### src/rtl/match_position_encoder_pkg.sv
// match_position_encoder_pkg: shared state type and default geometry for the match position encoder.
package match_position_encoder_pkg;
  typedef enum logic {IDLE, SCAN} state_t;
  localparam int WORD_W_DEF = 16;
  localparam int POS_W = $clog2(WORD_W_DEF);
endpackage

### src/rtl/match_position_encoder_msb_find.sv
// msb_find: highest set bit index, any-bit and exactly-one-bit detection of a vector.
module msb_find #(
  parameter int W = 16
) (
  input  logic [W-1:0]         vec,
  output logic [$clog2(W)-1:0] idx,
  output logic                 any,
  output logic                 onehot
);
  localparam int IW = $clog2(W);
  always_comb begin
    idx = '0;
    for (int i = 0; i < W; i++) idx = vec[i] ? IW'(i) : idx;
  end
  assign any = |vec;
  assign onehot = any && ~|(vec & (vec - W'(1)));
endmodule

### src/rtl/match_position_encoder.sv
// match_position_encoder: serialises the set bits of a detect-flag word into positions, MSB first.
module match_position_encoder
  import match_position_encoder_pkg::*;
#(
  parameter int WORD_W = WORD_W_DEF,
  parameter int CNT_W  = 16
) (
  input  logic                      clk,
  input  logic                      reset,
  input  logic [WORD_W-1:0]         word_in,
  input  logic                      word_valid,
  output logic                      word_ready,
  output logic [$clog2(WORD_W)-1:0] pos_out,
  output logic                      pos_valid,
  input  logic                      pos_ready,
  output logic                      pos_last,
  output logic                      empty_word,
  output logic [$clog2(WORD_W):0]   match_count,
  output logic [CNT_W-1:0]          total_count,
  input  logic                      clr_total
);
  localparam int PW = $clog2(WORD_W);
  state_t            r_state;
  logic [WORD_W-1:0] r_shadow;
  logic [PW:0]       r_match_count;
  logic [PW:0]       w_pop;
  logic [CNT_W-1:0]  r_total;
  logic              r_empty;
  logic [PW-1:0]     w_idx;
  logic              w_any;
  logic              w_onehot;
  logic              w_accept;
  logic              w_take;
  msb_find #(.W(WORD_W)) u_msb (
    .vec    (r_shadow),
    .idx    (w_idx),
    .any    (w_any),
    .onehot (w_onehot)
  );
  always_comb begin
    w_pop = '0;
    for (int i = 0; i < WORD_W; i++) w_pop = w_pop + (PW + 1)'(word_in[i]);
  end
  assign word_ready  = (r_state == IDLE);
  assign pos_valid   = (r_state == SCAN) && w_any;
  assign pos_out     = w_idx;
  assign pos_last    = w_onehot;
  assign empty_word  = r_empty;
  assign match_count = r_match_count;
  assign total_count = r_total;
  assign w_accept    = word_valid && word_ready;
  assign w_take      = pos_valid && pos_ready;
  always_ff @(posedge clk) begin
    if (reset) begin
      r_state       <= IDLE;
      r_shadow      <= '0;
      r_match_count <= '0;
      r_total       <= '0;
      r_empty       <= 1'b0;
    end else begin
      r_empty <= w_accept && ~|word_in;
      if (clr_total) r_total <= '0;
      else if (w_take && ~&r_total) r_total <= r_total + CNT_W'(1);
      if (w_accept) begin
        r_shadow      <= word_in;
        r_match_count <= w_pop;
        r_state       <= |word_in ? SCAN : IDLE;
      end else if (w_take) begin
        // a held position leaves the shadow untouched, so pos_out stays stable
        r_shadow <= r_shadow & ~(WORD_W'(1) << w_idx);
        r_state  <= w_onehot ? IDLE : SCAN;
      end
    end
  end
endmodule

### config.mk
export PLATFORM = sky130hd
export DESIGN_NAME = match_position_encoder
export DESIGN_NICKNAME = d
export VERILOG_FILES = /design/src/rtl/match_position_encoder_pkg.sv /design/src/rtl/match_position_encoder_msb_find.sv /design/src/rtl/match_position_encoder.sv
export SDC_FILE = /design/constraint.sdc
export NUM_CORES = 1
export LEC_CHECK = 0
export CAP_MARGIN = 10
export CELL_PAD_IN_SITES_DETAIL_PLACEMENT = 1
export CELL_PAD_IN_SITES_GLOBAL_PLACEMENT = 1
export CORE_ASPECT_RATIO = 0.9
export CORE_MARGIN = 2
export CORE_UTILIZATION = 42
export DETAILED_ROUTE_END_ITERATION = 16
export PLACE_DENSITY_LB_ADDON = 0.3
export SLEW_MARGIN = 20
export SYNTH_ARGS = -nofsm -noshare
export SYNTH_HDL_FRONTEND = slang
export SYNTH_SLANG_ARGS = --single-unit
### constraint.sdc
create_clock -name clk -period 9.65 [get_ports clk]
set_input_delay 1.93 -clock clk [delete_from_list [all_inputs] [get_ports clk]]
set_output_delay 1.93 -clock clk [all_outputs]
set_load 0.005 [all_outputs]
==> qor.csv <==
stage,metric,value,unit
run_status,status,"complete, no violations",
global_routing,grt_use_met3,4.04,%
route,first_pass_iters,6,
timing,final_hold_viol_count,0,
floorplanning,start_util,43.9,%
global_routing,grt_first_pass_wirelength,12700,µm
critical_path,worstSetupPathType,input pin to register,
synth,synth_compound_area_share,21.4,%
finish,fillers,706,
route,post-route-drc-count,0,
global_routing,grt_use_met1,34.4,%
cts,cts-buffers-inserted,5,
finish,final_nets,381,
synth,syn-cell-area,2530,µm²
worst_hold_path,hold_path_class,register to register,
global_routing,antenna_found_initial,0,
timing,relSlewSlack,34.5,%
timing,fin_crit,5410,ps
synth,synth_top_area_share,30.9,%
global_routing,grt-ovfl-total,0,
synth,ys_ff_latch,39,
finish,register_area,781,µm²
pwr,clockPowerShare,23.3,%
pwr,p_per_area,148,nW/µm²
pwr,p_sw,0.000162,W
synth,synthMuxAreaShare,0.791,%
synth,yosys.area_share.simple,25.3,%
global_routing,grt_max_degree,28,
placement,hpwl,5560,µm
synth,syn_area_per_cell,8.52,µm²
synth,synth-edff-count,0,
pwr,swShare,34.8,%
finish,drive_gt1_share,7.56,%
synth,synth_top_area_cell,dfxtp_1,
cts,clk_pin_slew,70,ps
cts,cts_sinks,39,
synth,synth_commonest_cells,"39 x dfxtp_1, 30 x nand2_1, 27 x nor2_1",
cts,cts_tree,done,
finish,diodes,0,
pwr,intPower,0.000304,W
timing,fmax,185,MHz
route,routed_wirelength,7380,µm
global_routing,track_usage,24.2,%
finish,final_cells,414,
route,drt-initial-drc-count,116,
floorplanning,fp-row-count,26,
floorplanning,coreArea,5760,µm²
floorplanning,ios,50,
finish,multiInputGateArea,1610,µm²
global_routing,grt_pass1_vias,2479,
floorplanning,die_y,77.6,µm
cts,cts_resized,0,
finish,fin_area,3150,µm²
flow_run,max-cap-violations,0,
critical_path,path_max_fanout,3,
global_routing,top_usage_layer,met2,
route,wl_per_cell,17.8,µm
route,via_count,2402,
placement,portBuffers,49,
timing,rsz0062_at_grt,false,
critical_path,required,9780,ps
synth,syn_inst,297,
route,antenna_left,0,
synth,synth.area.top_cells,"dfxtp_1 31%, fa_1 7.9%, a21oi_1 5.1%",
timing,final_max_slew_viol_count,0,
synth,synth_top_family_by_area,simple AND/OR/NAND/NOR gates,
synth,synthXorXnorAreaFrac,4.15,%
placement,dpl_cell_area,3070,µm²
global_routing,met2_usage,38.0,%
cts,clock_path_buffers,2,
synth,synth_fp_nets,335,
placement,placedCellCount,406,
cts,postCtsSetupRepairBufs,0,
critical_path,cp.arrival,5540,ps
cts,clock-root-buffer,clkbuf_8,
finish,areaGrowthSynthToFinish,24.7,%
timing,tightest_slew,979,ps
pwr,pwr-share-comb,37.3,%
timing,clock-skew-final,8.88,ps
floorplanning,die_area,6660,µm²
pwr,peakVddDrop,0.0000950,V
critical_path,cp-start-kind,input pin,
floorplanning,dieWidth,85.8,µm
synth,ys_seq_area_share,30.9,%
synth,synth_async_sr_flop_share,0,%
critical_path,cp-end-kind,register,
route,via_per_inst,5.80,
synth,synth.distinct_cells,57,
timing,setup-violations-final,0,
synth,ys_warn_count,0,
placement,gp_congestion,0.910,
cts,worstSkewPairLatency,290,ps
timing,finalSetupTns,0,ps
synth,ys.flop_type,dfxtp_1,
cts,cts_hold_buf,0,
timing,fin_crit_sh,56.1,%
pwr,power_frac_seq,39.4,%
pwr,p_leak,1.13,nW
finish,finalCoreUtilization,54.8,%
synth,synth_most_common_cell,dfxtp_1,
synth,synth_fa_ha_area_share,11.8,%
cts,cts_max_level,2,
cell families (layout without fill, tap and decap cells):
kind of cell / Yosys count / count (layout)
fa+ha+maj: 18 / 18
simple gates: 114 / 114
flops: 39 / 39
xor+xnor: 12 / 12
compound gates: 74 / 74
mux: 2 / 2
buf+inv: 38 / 85
layout by cell type (no fill, tap or decap), drive strengths merged, types with 2 or more instances in the layout:
| cell type | synthesis | routed |
|---|---|---|
| clkdlybuf4s50 | 0 | 49 |
| dfxtp | 39 | 39 |
| nand2 | 32 | 32 |
| nor2 | 27 | 27 |
| inv | 27 | 27 |
| a21oi | 26 | 26 |
| o311ai | 12 | 12 |
| fa | 10 | 10 |
| xnor2 | 9 | 9 |
| nand3 | 9 | 9 |
| nor4 | 8 | 8 |
| o21ai | 7 | 7 |
| ha | 7 | 7 |
| clkbuf | 9 | 7 |
| nand4 | 6 | 6 |
| nor3 | 6 | 6 |
| a211oi | 6 | 6 |
| or2 | 5 | 5 |
| nand4b | 4 | 4 |
| a2111oi | 4 | 4 |
| or3 | 4 | 4 |
| nand2b | 3 | 3 |
| o211ai | 3 | 3 |
| xor2 | 3 | 3 |
| a31oi | 3 | 3 |
| a221o | 2 | 2 |
| or4 | 2 | 2 |
| a41o | 2 | 2 |
| mux2i | 2 | 2 |
| nor2b | 2 | 2 |
| a21o | 2 | 2 |
stage by stage:
step	setup WS (ps)	power, W	hold WS, ps
after floorplan	4670	0.000294	448
after global placement	4010	0.000354	439
after detailed placement	3930	0.000360	452
after CTS	4210	0.000471	468
after global routing	4020	0.000501	491
final	4240	0.000466	458
sequential cells by signal (all words and copies together), names as in the netlist:
name and count:
empty_word 1, r_shadow 16, total_count 16, r_state 1, match_count 5
critical path, cell delays in order:
cell and delay, ps:
clkdlybuf4s50_1 500, inv_1 70, fa_1 560, fa_1 430, fa_1 540, fa_1 420
inv_1 70, ha_1 160, inv_1 50, fa_1 370, nor2b_1 180, nor2_1 50
o21ai_0 110, a21oi_1 90
metal layers:
layer	up-vias	part of all wire, %
li1	1171	-
met1	1171	48
met2	50	46
met3	10	4.4
met4	0	1.5
met5	-	0
final timing paths:
check,to,slack [ps],startpoint,cells after the start
worst max-delay path,match_count[2],4240,word_in[5],14
worst min register to register,match_count[2],460,match_count[2],2
worst min-delay path,match_count[2],460,match_count[2],2
worst max register to register,r_shadow[12],7490,r_shadow[11],6
power by group through the flow:
stage / Sequential, W / Clock, W / Combinational [W]
finish: 0.000183 / 0.000109 / 0.000174
CTS: 0.000183 / 0.000112 / 0.000176
global placement: 0.000186 / 0 / 0.000167
global route: 0.000185 / 0.000118 / 0.000198
detailed placement: 0.000187 / 0 / 0.000173
floorplan: 0.000184 / 0 / 0.000110
final cells by class:
type                            count  area share [%]
Clock buffer                        7            2.42
Clock inverter                      1           0.159
Inverter                           27            3.21
Multi-Input combinational cell    220            50.9
Sequential cell                    39            24.8
Tap cell                           70            2.78
Timing Repair Buffer               50            15.8
No activity file was read; power rests on OpenSTA's default activity.
